===== src/rtl/scan_chain_capture_ip2.sv =====
// Reads the IP2 ASIC scan chain back: one parallel-load period, then shift-out, packed LSB-first into word memory.
// Latency: capture takes 1 + 2*hp*SCAN_BITS cycles from start to done; readback port is registered, 1 cycle.
// Backpressure: none; start is ignored while busy, abort cancels in any state.
module scan_chain_capture_ip2 #(
    parameter int SCAN_BITS = 768,
    parameter int WORD_W    = 32,
    parameter int HP_W      = 6,
    parameter int ADDR_W    = 5
) (
    input  logic              fw_pl_clk1,
    input  logic              fw_reset,
    input  logic [HP_W-1:0]   cfg_half_period,
    input  logic              start,
    input  logic              abort,
    input  logic              scan_out_i,
    output logic              scan_clk_o,
    output logic              scan_load_o,
    output logic              busy,
    output logic              done,
    output logic              data_valid,
    input  logic [ADDR_W-1:0] rd_addr,
    output logic [WORD_W-1:0] rd_data
);

    localparam int NWORDS = SCAN_BITS / WORD_W;
    localparam int PC_W   = $clog2(SCAN_BITS);
    localparam int BC_W   = $clog2(WORD_W);

    localparam logic [PC_W-1:0]   LAST_PERIOD = PC_W'(SCAN_BITS - 1);
    localparam logic [BC_W-1:0]   LAST_BIT    = BC_W'(WORD_W - 1);
    localparam logic [ADDR_W-1:0] LAST_WORD   = ADDR_W'(NWORDS - 1);

    localparam logic [1:0] ST_IDLE  = 2'd0;
    localparam logic [1:0] ST_LOAD  = 2'd1;
    localparam logic [1:0] ST_SHIFT = 2'd2;
    localparam logic [1:0] ST_DONE  = 2'd3;

    logic [1:0]        state;
    logic [HP_W-1:0]   hp_q;
    logic [HP_W-1:0]   hp_cnt;
    logic [PC_W-1:0]   period_cnt;
    logic [BC_W-1:0]   bit_cnt;
    logic [ADDR_W-1:0] word_idx;
    logic [WORD_W-1:0] shreg;
    logic [WORD_W-1:0] mem [NWORDS];

    logic              active;
    logic              start_ok;
    logic              phase_end;
    logic              sample;
    logic              last_bit;
    logic              word_full;
    logic [WORD_W-1:0] word_next;

    assign active    = (state == ST_LOAD) || (state == ST_SHIFT);
    assign start_ok  = start && ((state == ST_IDLE) || (state == ST_DONE));
    assign phase_end = (hp_cnt == (hp_q - HP_W'(1)));
    // Sample in the last high cycle, i.e. the cycle whose edge drives scan_clk_o low.
    assign sample    = active && scan_clk_o && phase_end;
    assign last_bit  = (period_cnt == LAST_PERIOD);
    assign word_full = (bit_cnt == LAST_BIT);
    assign word_next = {scan_out_i, shreg[WORD_W-1:1]};

    always_ff @(posedge fw_pl_clk1) begin
        if (fw_reset) begin
            state       <= ST_IDLE;
            hp_q        <= '0;
            hp_cnt      <= '0;
            period_cnt  <= '0;
            bit_cnt     <= '0;
            word_idx    <= '0;
            shreg       <= '0;
            scan_clk_o  <= 1'b0;
            scan_load_o <= 1'b1;
            busy        <= 1'b0;
            done        <= 1'b0;
            data_valid  <= 1'b0;
        end else begin
            done <= 1'b0;
            if (abort) begin
                state       <= ST_IDLE;
                scan_clk_o  <= 1'b0;
                scan_load_o <= 1'b1;
                busy        <= 1'b0;
                data_valid  <= 1'b0;
            end else if (start_ok) begin
                state       <= ST_LOAD;
                hp_q        <= (cfg_half_period == '0) ? HP_W'(1) : cfg_half_period;
                hp_cnt      <= '0;
                period_cnt  <= '0;
                bit_cnt     <= '0;
                word_idx    <= '0;
                scan_clk_o  <= 1'b0;
                scan_load_o <= 1'b1;
                busy        <= 1'b1;
                data_valid  <= 1'b0;
            end else if (active) begin
                if (phase_end) begin
                    hp_cnt     <= '0;
                    scan_clk_o <= ~scan_clk_o;
                end else begin
                    hp_cnt <= hp_cnt + HP_W'(1);
                end

                if (sample) begin
                    shreg   <= word_next;
                    bit_cnt <= word_full ? '0 : bit_cnt + BC_W'(1);
                    if (word_full) begin
                        word_idx <= word_idx + ADDR_W'(1);
                    end
                    // Period 0 is the parallel-load period; shifting starts at its sample edge.
                    if (state == ST_LOAD) begin
                        state       <= ST_SHIFT;
                        scan_load_o <= 1'b0;
                    end
                    if (last_bit) begin
                        state       <= ST_DONE;
                        scan_load_o <= 1'b1;
                        busy        <= 1'b0;
                        done        <= 1'b1;
                        data_valid  <= 1'b1;
                    end else begin
                        period_cnt <= period_cnt + PC_W'(1);
                    end
                end
            end
        end
    end

    // Words land in memory as soon as their top bit is sampled; abort leaves them in place.
    always_ff @(posedge fw_pl_clk1) begin
        if (fw_reset) begin
            for (int i = 0; i < NWORDS; i++) begin
                mem[i] <= '0;
            end
        end else if (sample && word_full && !abort) begin
            mem[word_idx] <= word_next;
        end
    end

    always_ff @(posedge fw_pl_clk1) begin
        if (fw_reset) begin
            rd_data <= '0;
        end else if (rd_addr <= LAST_WORD) begin
            rd_data <= mem[rd_addr];
        end else begin
            rd_data <= '0;
        end
    end

endmodule


===== config.mk =====
export PLATFORM = sky130hd
export DESIGN_NAME = scan_chain_capture_ip2
export DESIGN_NICKNAME = d
export VERILOG_FILES = /design/src/rtl/scan_chain_capture_ip2.sv
export SDC_FILE = /design/constraint.sdc
export NUM_CORES = 1
export LEC_CHECK = 0
export ABC_AREA = 1
export CAP_MARGIN = 0
export CORE_ASPECT_RATIO = 0.6
export CORE_MARGIN = 10
export CORE_UTILIZATION = 32
export CTS_CLUSTER_SIZE = 25
export DETAILED_ROUTE_END_ITERATION = 7
export GPL_TIMING_DRIVEN = 0
export PLACE_DENSITY_LB_ADDON = 0.1
export SETUP_SLACK_MARGIN = 0.1
export SYNTH_ARGS = -nofsm -noshare
export SYNTH_HDL_FRONTEND = slang
export SYNTH_SLANG_ARGS = --single-unit

===== constraint.sdc =====
create_clock -name fw_pl_clk1 -period 3.25 [get_ports fw_pl_clk1]
set_input_delay 0.65 -clock fw_pl_clk1 [delete_from_list [all_inputs] [get_ports fw_pl_clk1]]
set_output_delay 0.65 -clock fw_pl_clk1 [all_outputs]
set_load 0.02 [all_outputs]

; ---- Word-level counts from Yosys, hierarchy flattened
; Memories as Yosys holds them, arrays and structs flattened. A register that Yosys moved wholly into a read port is not among the register bits.
; Index checks and enable logic that the tools add are counted.
[totals]
regBits = 71
ramBits = 768
in_bits = 16
output_inout_bits = 37
wordCells = 101
memories = 1
[classes]
n_addsub = 5
magnitude_cmp = 1
n_eq_ne = 7
n_mux = 36
n_bitwise = 6
reduce_logical = 32
[mem_list]
columns = name, words, width, rd, rd_ports_with_merged_regs, wr, line_no
row1 = mem, 24, 32, 1, 1, 24, 45  ; logic [WORD_W-1:0] mem [NWORDS];
[op_table]
columns = cell, count
row1 = $mux 5, 9
row2 = $mux 10, 4
row3 = $mux 32, 1
row4 = $reduce_or 32->1, 1
row5 = $mux 6, 4
row6 = $mux 1, 16
row7 = $reduce_and 3->1, 5
row8 = $reduce_and 4->1, 3
row9 = $add 10x1->10 const B, 1
row10 = $add 5x1->5 const B, 2
row11 = $eq 10x10->1 const B, 1
row12 = $reduce_bool 2->1, 5
row13 = $add 6x1->6 const B, 1
row14 = $eq 6x6->1, 1
row15 = $logic_not 6->1, 1
row16 = $not 1->1, 6
row17 = $reduce_and 2->1, 3
row18 = $sub 6x1->6 const B, 1
row19 = $eq 5x5->1 const B, 1
row20 = $le 5x5->1 const B, 1
row21 = $logic_and 1x1->1, 5
row22 = $reduce_or 5->1, 1
row23 = $eq 2x2->1 const B, 2
row24 = $mux 2, 2
row25 = other kinds (8), 10

; ---- Longest topological paths before layout
; Gate-level depths: netlist (run 1).
[depth]
depth_word = 11
mapped_depth = 16

; ---- Worst setup path after synthesis (run 1)
; No wires, ideal clock.
[synth_path]
path_kind = reg2reg
startpoint = register hp_q[0]
endpoint = memory mem[27][0] (enable)
arrival_time_ps = 3176
required_ps = 2829
setup_slack_ps = -347
path_stages_with_launch = 15
path_buffers = 0
path_cell_list = dfxtp_1 > inv_1 > ha_1 > inv_1 > nand2_1 > nand2_1 > nor2_1 > nand2_1 > nor2_1 > nand3_1 > nor2_4 > nand2_1 > nor2_4 > inv_1 > nor2_1
[synth_lines]
columns = item, line_no
row1 = "start, declared", 39  ; logic [HP_W-1:0] hp_q;
row2 = "start signal, assigned", 88  ; hp_q <= (cfg_half_period == '0) ? HP_W'(1) : cfg_half_period;
row3 = "end, declared", 45

; ---- Worst setup path in the final report (run 1)
[layout_path]
startpoint = input rd_addr[0]
endpoint = register rd_data[14], read port of mem
[layout_between]
elab_chain_cells = 3
[layout_rtl]
columns = item, line_no
row1 = "start, declared", 21  ; input logic [ADDR_W-1:0] rd_addr,
row2 = $le 5x5->1, 144  ; end else if (rd_addr <= LAST_WORD) begin
row3 = $not 1->1 (no source line), n/a
row4 = $reduce_or 2->1 (no source line), n/a
row5 = "end, declared", 22  ; output logic [WORD_W-1:0] rd_data
; Parallel ways exist; a longest one is shown, timed or not.
; A chain may end at the register's enable or synchronous reset.

==> flow_summary.json, run 1 <==
{
  "synth-main-ff-cell": "edfxtp_1",
  "placedCellCount": 6384,
  "core_area_sq_um": 147000,
  "critical_path_class": "in -> reg",
  "cap_violations": 3,
  "peakVddDrop_mv": 0.428,
  "p_int_mw": 24.5,
  "path_clk_slew_ps": 60,
  "hold_viol": 0,
  "setup_viol": 1,
  "final_util_pct": 38.6,
  "cts_inserted_buffers": 114,
  "whs_ps": 452,
  "dpl.hpwl_mm": 155,
  "post-route-period-util_pct": 100,
  "seq_area_sq_um": 32800,
  "synthTopCellsByArea": "edfxtp_1 65%, nor2_1 11%, o21ai_0 6.4%",
  "antenna_found_initial": 16,
  "track_usage_pct": 25.0,
  "worst_path_max_delay_cell": "clkbuf_4",
  "syn_nets": 4388,
  "layout-drive-gt1-share_pct": 11.0,
  "ys_seq_area_share_pct": 69.2,
  "crit_chain": "buf_2 -> buf_2 -> buf_2 -> clkbuf_4 -> buf_2 -> nor2_1 -> o221ai_1 -> nand3_1 -> a21oi_1",
  "p_leak_nw": 18.3,
  "worst_pin_slew_ps": 1560,
  "num_vias": 37900,
  "syn_inst": 4362,
  "synth_area_per_cell_sq_um": 10.9,
  "crit_fanout": 10,
  "drt_iter0_drc": 6695,
  "synth_cell_types": 29,
  "status": "complete, but fails checks",
  "hp-class": "reg -> reg",
  "power_frac_clock_pct": 41.8,
  "post_drt_wl_per_cell_microns": 32.0,
  "crit_top_cell": "buf_2",
  "clk_latency_ps": 770,
  "slew_viol_final": 27,
  "worstSetupEndpointType": "register",
  "grt_max_degree": 30,
  "tns_ps": -13.8,
  "routed_wl_mm": 214,
  "avgViaCountPerCell": 5.67,
  "multiInputGateArea_sq_um": 13200,
  "synth_seq_cells": 1126,
  "first_pass_iters": 6,
  "portBuffers": 48,
  "fp.dieW_microns": 517,
  "final_nets": 4660,
  "synth_edf_count": 1024,
  "top_level_ports": 53,
  "seq_power_share_pct": 50.1,
  "rsz0062_at_grt": "true",
  "async_reset_ff_share_pct": 0,
  "fin_crit_ps": 3260,
  "min_path_cells": 2,
  "worstPathRequired_ps": 3880,
  "synth.largest_area_cell": "edfxtp_1",
  "layout_setup_ws_ps": -13.8,
  "violations": "max-capacitance violations, max-slew violations, negative setup slack",
  "ant_nets": 0,
  "cpPeakStageDelay_ps": 460,
  "synth_common_cells": "1387 x nor2_1, 1024 x edfxtp_1, 608 x o21ai_0, 324 x clkbuf_1, 182 x o221ai_1",
  "power_frac_comb_pct": 8.0,
  "area.growth.synth_to_final_pct": 20.0,
  "swShare_pct": 25.2,
  "crit_path_start_kind": "input pin",
  "die_area_sq_um": 164000,
  "max_slew_margin_pct": -3.93,
  "ctsHoldBuffers": 0,
  "timing.fmax_mhz": 306,
  "die_h_microns": 318,
  "power.density_nw_per_um2": 575,
  "yosysMostFrequentCell": "nor2_1",
  "synth_area_sq_um": 47400,
  "timing.clock.skew_ps": 35.5,
  "p_sw_mw": 8.23,
  "clk_path_buf_depth": 3,
  "clock_sinks": 1126,
  "grt_pass1_vias": 34700,
  "grt_pass1_wl_mm": 290,
  "gr-total-overflow": 0,
  "crit_arrival_ps": 3890,
  "fin_cells": 6683,
  "p_total_mw": 32.7,
  "tritoncts": "built",
  "gp_congestion": 0.910,
  "rows": 109,
  "drc": 0,
  "initial_core_util_pct": 32.2,
  "r2r_cells": 6,
  "fillers": 14400,
  "htreeDepth": 3,
  "yosysTopAreaCellShare_pct": 64.9,
  "cts_root_buf": "clkbuf_16",
  "ys_warn_count": 0
}
==> metal layers <==
layer	vias to the layer above	wire, microns	global-route usage [%]
met5	-	0	0
met4	0	4020	4.21
met3	238	30000	8.04
met2	2321	76100	30.4
met1	19300	104000	41.8
li1	16000	-	-
==> cell type report <==
cell class / instances / area share (%)
timing repair buffer: 155 / 3.91
sequential: 1126 / 57.7
clock buffer: 161 / 5.69
multi-input combinational: 2746 / 23.2
inverter: 111 / 0.768
clock inverter: 56 / 0.874
tap: 1942 / 4.27
buffer: 380 / 3.60
antenna: 6 / 0.0264
==> path summary, 6_finish.rpt <==
path                            start                        to  slack, ps
max                        rd_addr[0]    rd_data[14]$_SDFF_PP0_        -10
min           data_valid$_SDFFE_PP0P_   data_valid$_SDFFE_PP0P_        450
max reg2reg  word_idx[3]$_SDFFE_PP0P_  mem[11][7]$_SDFFCE_PN0P_        120
min reg2reg   data_valid$_SDFFE_PP0P_   data_valid$_SDFFE_PP0P_        450
==> power groups by stage <==
stage                     registers (mW)  clock network [mW]  logic [mW]
after floorplan                     16.7                   0        1.10
after global placement              16.7                   0        2.30
after detailed placement            16.7                   0        2.39
after CTS                           16.4                13.7        2.51
after global routing                16.4                14.4        2.73
final                               16.4                13.7        2.63
==> kinds of logic (layout without fill, tap and decap cells) <==
logic type      count (synthesis)  after routing  share of synthesized area (%)
xor+xnor                        4              4                         0.0739
other cells                     0              6                              0
compound gates                986            986                           12.1
buf+inv                       491            863                           3.99
fa+ha+maj                      10             10                          0.264
simple gates                 1745           1746                           14.4
flops                        1126           1126                           69.2
==> flip-flops by register name, summed over array words and instances (netlist names) <==
signal       flops
mem           1024
scan_clk_o       1
word_idx         5
data_valid       1
bit_cnt          5
shreg           31
busy             1
period_cnt      10
state            2
hp_cnt           6
scan_load_o      1
done             1
hp_q             6
rd_data         32
==> cells in the final DEF (no fill, tap or decap), types with 6 or more instances in the layout <==
| master | n |
|---|---|
| a21oi_1 | 110 |
| a31oi_1 | 17 |
| buf_1 | 8 |
| buf_12 | 47 |
| buf_16 | 15 |
| buf_2 | 34 |
| buf_4 | 43 |
| buf_6 | 6 |
| bufinv_16 | 8 |
| clkbuf_1 | 233 |
| clkbuf_16 | 133 |
| clkbuf_2 | 101 |
| clkbuf_8 | 15 |
| clkdlybuf4s50_1 | 48 |
| clkinv_1 | 51 |
| clkinv_2 | 23 |
| dfxtp_1 | 100 |
| diode_2 | 6 |
| edfxtp_1 | 1024 |
| ha_1 | 9 |
| inv_1 | 72 |
| nand2_1 | 137 |
| nand2_2 | 18 |
| nand2_4 | 22 |
| nand2_8 | 8 |
| nand3_1 | 150 |
| nor2_1 | 1376 |
| nor2_4 | 10 |
| o211ai_1 | 8 |
| o21ai_0 | 603 |
| o221ai_1 | 182 |
| o22ai_1 | 57 |
==> worst max-delay path, delay by kind of cell <==
kind,cells,cell delay [ps]
AO/OA/AOI/OAI,2,810
AND/OR/NAND/NOR,2,410
buffers and inverters,5,2000
==> per-stage QoR <==
stage                     area [sq um]  setup WS (ps)
after floorplan                  47400           -347
after global placement           50300          -3220
after detailed placement         51200          -1700
after CTS                        56300           17.6
after global routing             56800           84.3
final                            56900          -13.8
==> timing repair <==
action	in CTS	in global routing
pin swaps	3	6
gates cloned	4	4
setup buffers	40	28
endpoints found under the setup margin	1592	999
resized for setup	233	128
(Power assumes the default switching activity.)
==> run 2: changes to the inputs <==
==> constraint.sdc (replaced) <==
create_clock -name fw_pl_clk1 -period 2.7 [get_ports fw_pl_clk1]
set_input_delay 0.54 -clock fw_pl_clk1 [delete_from_list [all_inputs] [get_ports fw_pl_clk1]]
set_output_delay 0.54 -clock fw_pl_clk1 [all_outputs]
set_load 0.005 [all_outputs]
==> run 2 against run 1 <==
  * Via count grew 4.5%
  * Largest cell class unchanged
  * Clock-buffer cell count increased by 17
  * Register-to-register slack worse by 250 ps
  * Non-clock buffer count is 61 higher
  * Combinational power grew 24%
  * Sequential share of layout area fell by 2.3 points
  * Sequential cell count stayed put
  * Critical endpoint is now rd_data[12]$_SDFF_PP0_
  * Setup slack worse by 260 ps
  * Cell count grew 1.6%
  * Sequential power increased by 20%
  * The run still ends with max-capacitance violations, max-slew violations, negative setup slack left
==> flow_summary.json, run 2 (same netlist as run 1, synthesis figures left out) <==
{
  "r2r_start": "word_idx[3]$_SDFFE_PP0P_",
  "die_h_microns": 318,
  "setup_viol": 663,
  "cts_root_buf": "clkbuf_16",
  "p_leak_nw": 19.3,
  "clk_latency_ps": 780,
  "violations": "max-capacitance violations, max-slew violations, negative setup slack",
  "initial_core_util_pct": 32.2,
  "p_total_mw": 39.0,
  "timing.fmax_mhz": 336,
  "tns_ps": -31050,
  "num_vias": 39600,
  "r2r_cells": 5,
  "area.growth.synth_to_final_pct": 25.0,
  "crit_arrival_ps": 3600,
  "die_area_sq_um": 164000,
  "post_drt_wl_per_cell_microns": 34.1,
  "status": "complete, but fails checks",
  "grt_pass1_vias": 35000,
  "cp-startpoint": "rd_addr[0]",
  "fp.dieW_microns": 517,
  "path_clk_slew_ps": 70,
  "layout_setup_ws_ps": -275,
  "grt_pass1_wl_mm": 303,
  "ant_nets": 0,
  "layout-drive-gt1-share_pct": 14.9,
  "crit_path_start_kind": "input pin",
  "cts_inserted_buffers": 113,
  "reg_top3": "mem (1024), rd_data (32), shreg (31)",
  "final_common_cell": "nor2_1",
  "worstSetupEndpointType": "register",
  "rsz0062_at_grt": "true",
  "antenna_found_initial": 7,
  "clk_path_buf_depth": 3,
  "peakVddDrop_mv": 0.583,
  "crit_fanout": 10,
  "first_pass_iters": 5,
  "portBuffers": 48,
  "hp-start": "cfg_half_period[2]",
  "gp_congestion": 0.914,
  "routed_wl_mm": 232,
  "post-route-period-util_pct": 110,
  "top_level_ports": 53,
  "cp-endpoint": "rd_data[12]$_SDFF_PP0_",
  "cap_violations": 1,
  "gr-total-overflow": 0,
  "hp-class": "in -> reg",
  "worstPathRequired_ps": 3330,
  "core_area_sq_um": 147000,
  "power.density_nw_per_um2": 658,
  "worst_pin_slew_ps": 1550,
  "reg2reg_setup_slack_ps": -130,
  "drt_iter0_drc": 7104,
  "final_nets": 4775,
  "critical_path_class": "in -> reg",
  "slew_viol_final": 11,
  "clock_sinks": 1126,
  "avgViaCountPerCell": 5.83,
  "dpl.hpwl_mm": 155,
  "largest_reg_flops": 1024,
  "max_slew_margin_pct": -3.54,
  "drc": 0,
  "htreeDepth": 3,
  "mostFrequentLayoutCells": "1325 x nor2_1, 1024 x edfxtp_1, 602 x o21ai_0, 220 x clkbuf_1, 182 x o221ai_1",
  "grt_max_degree": 31,
  "tritoncts": "built",
  "timing.clock.skew_ps": 43.6,
  "rr_endpoint": "mem[9][9]$_SDFFCE_PN0P_",
  "track_usage_pct": 26.5,
  "top_register": "mem",
  "hold_viol": 0,
  "rows": 109,
  "fin_crit_ps": 2980
}
## run 2: area by class of cell
class	instances	area, sq um
fillers	14200	87900
flip-flops and latches	1126	32800
multi-input cells	2801	14900
clock buffers	178	3280
repair buffers	217	2660
plain buffers	379	2490
well taps	1942	2430
inverters	111	463
clock inverters	32	262
diodes	5	12.5
## run 2: timing repair
item / CTS / global route
hold buffers: 0 / 0
gates cloned: 50 / 28
pin swaps: 17 / 8
setup buffers: 107 / 32
gates resized for setup: 405 / 302
setup endpoints to repair: 1863 / 1797
## run 2: worst min-delay path by stage
| stage | to | slack (ps) | depth (start not counted) |
|---|---|---|---|
| 4_1_cts | hp_q[2]$_SDFFE_PP0P_ | 300 | 3 |
| 3_3_place_gp | data_valid$_SDFFE_PP0P_ | 440 | 2 |
| 2_1_floorplan | state[1]$_SDFFE_PP0P_ | 440 | 2 |
| 6_report | hp_q[2]$_SDFFE_PP0P_ | 340 | 3 |
| 5_1_grt | hp_q[2]$_SDFFE_PP0P_ | 370 | 3 |
| 3_5_place_dp | data_valid$_SDFFE_PP0P_ | 440 | 2 |
## run 2: where the power goes
| part | total (mW) | leakage (nW) | internal [mW] | switching (mW) |
|---|---|---|---|---|
| Sequential | 19.7 | 10.5 | 19.5 | 0.199 |
| Combinational | 3.27 | 7.04 | 0.783 | 2.49 |
| Clock | 16.0 | 1.73 | 8.59 | 7.40 |
| Total | 39.0 | 19.3 | 28.9 | 10.1 |
## run 2: layer usage
metal	vias to the layer above	track usage, %	routed length (microns)
met5	-	0	13
met3	275	11.2	38800
met2	2807	30.6	79100
met1	20100	43.6	109000
met4	2	5.08	4630
li1	16400	-	-
## run 2: per-stage QoR
stage | std cells | setup slack, ps | cell area (sq um) | hold slack, ps | utilization (%)
after floorplan | 4362 | -123 | 47700 | 439 | -
after CTS | 6727 | -93.1 | 57500 | 296 | 39.1
after global placement | 6352 | -2070 | 50600 | 440 | 34.4
after global routing | 6786 | -237 | 59200 | 367 | 40.2
final | 6791 | -275 | 59200 | 341 | 40.3
after detailed placement | 6361 | -2060 | 50800 | 444 | 34.5
## run 2: worst max-delay path, stage by stage
cell and delay [ps]:
buf_2 300, buf_4 350, clkbuf_2 370, clkbuf_1 620, nor2_1 130, o22ai_1 390
nor2_1 90, o21ai_0 320, nor2_1 160, nor2_1 310
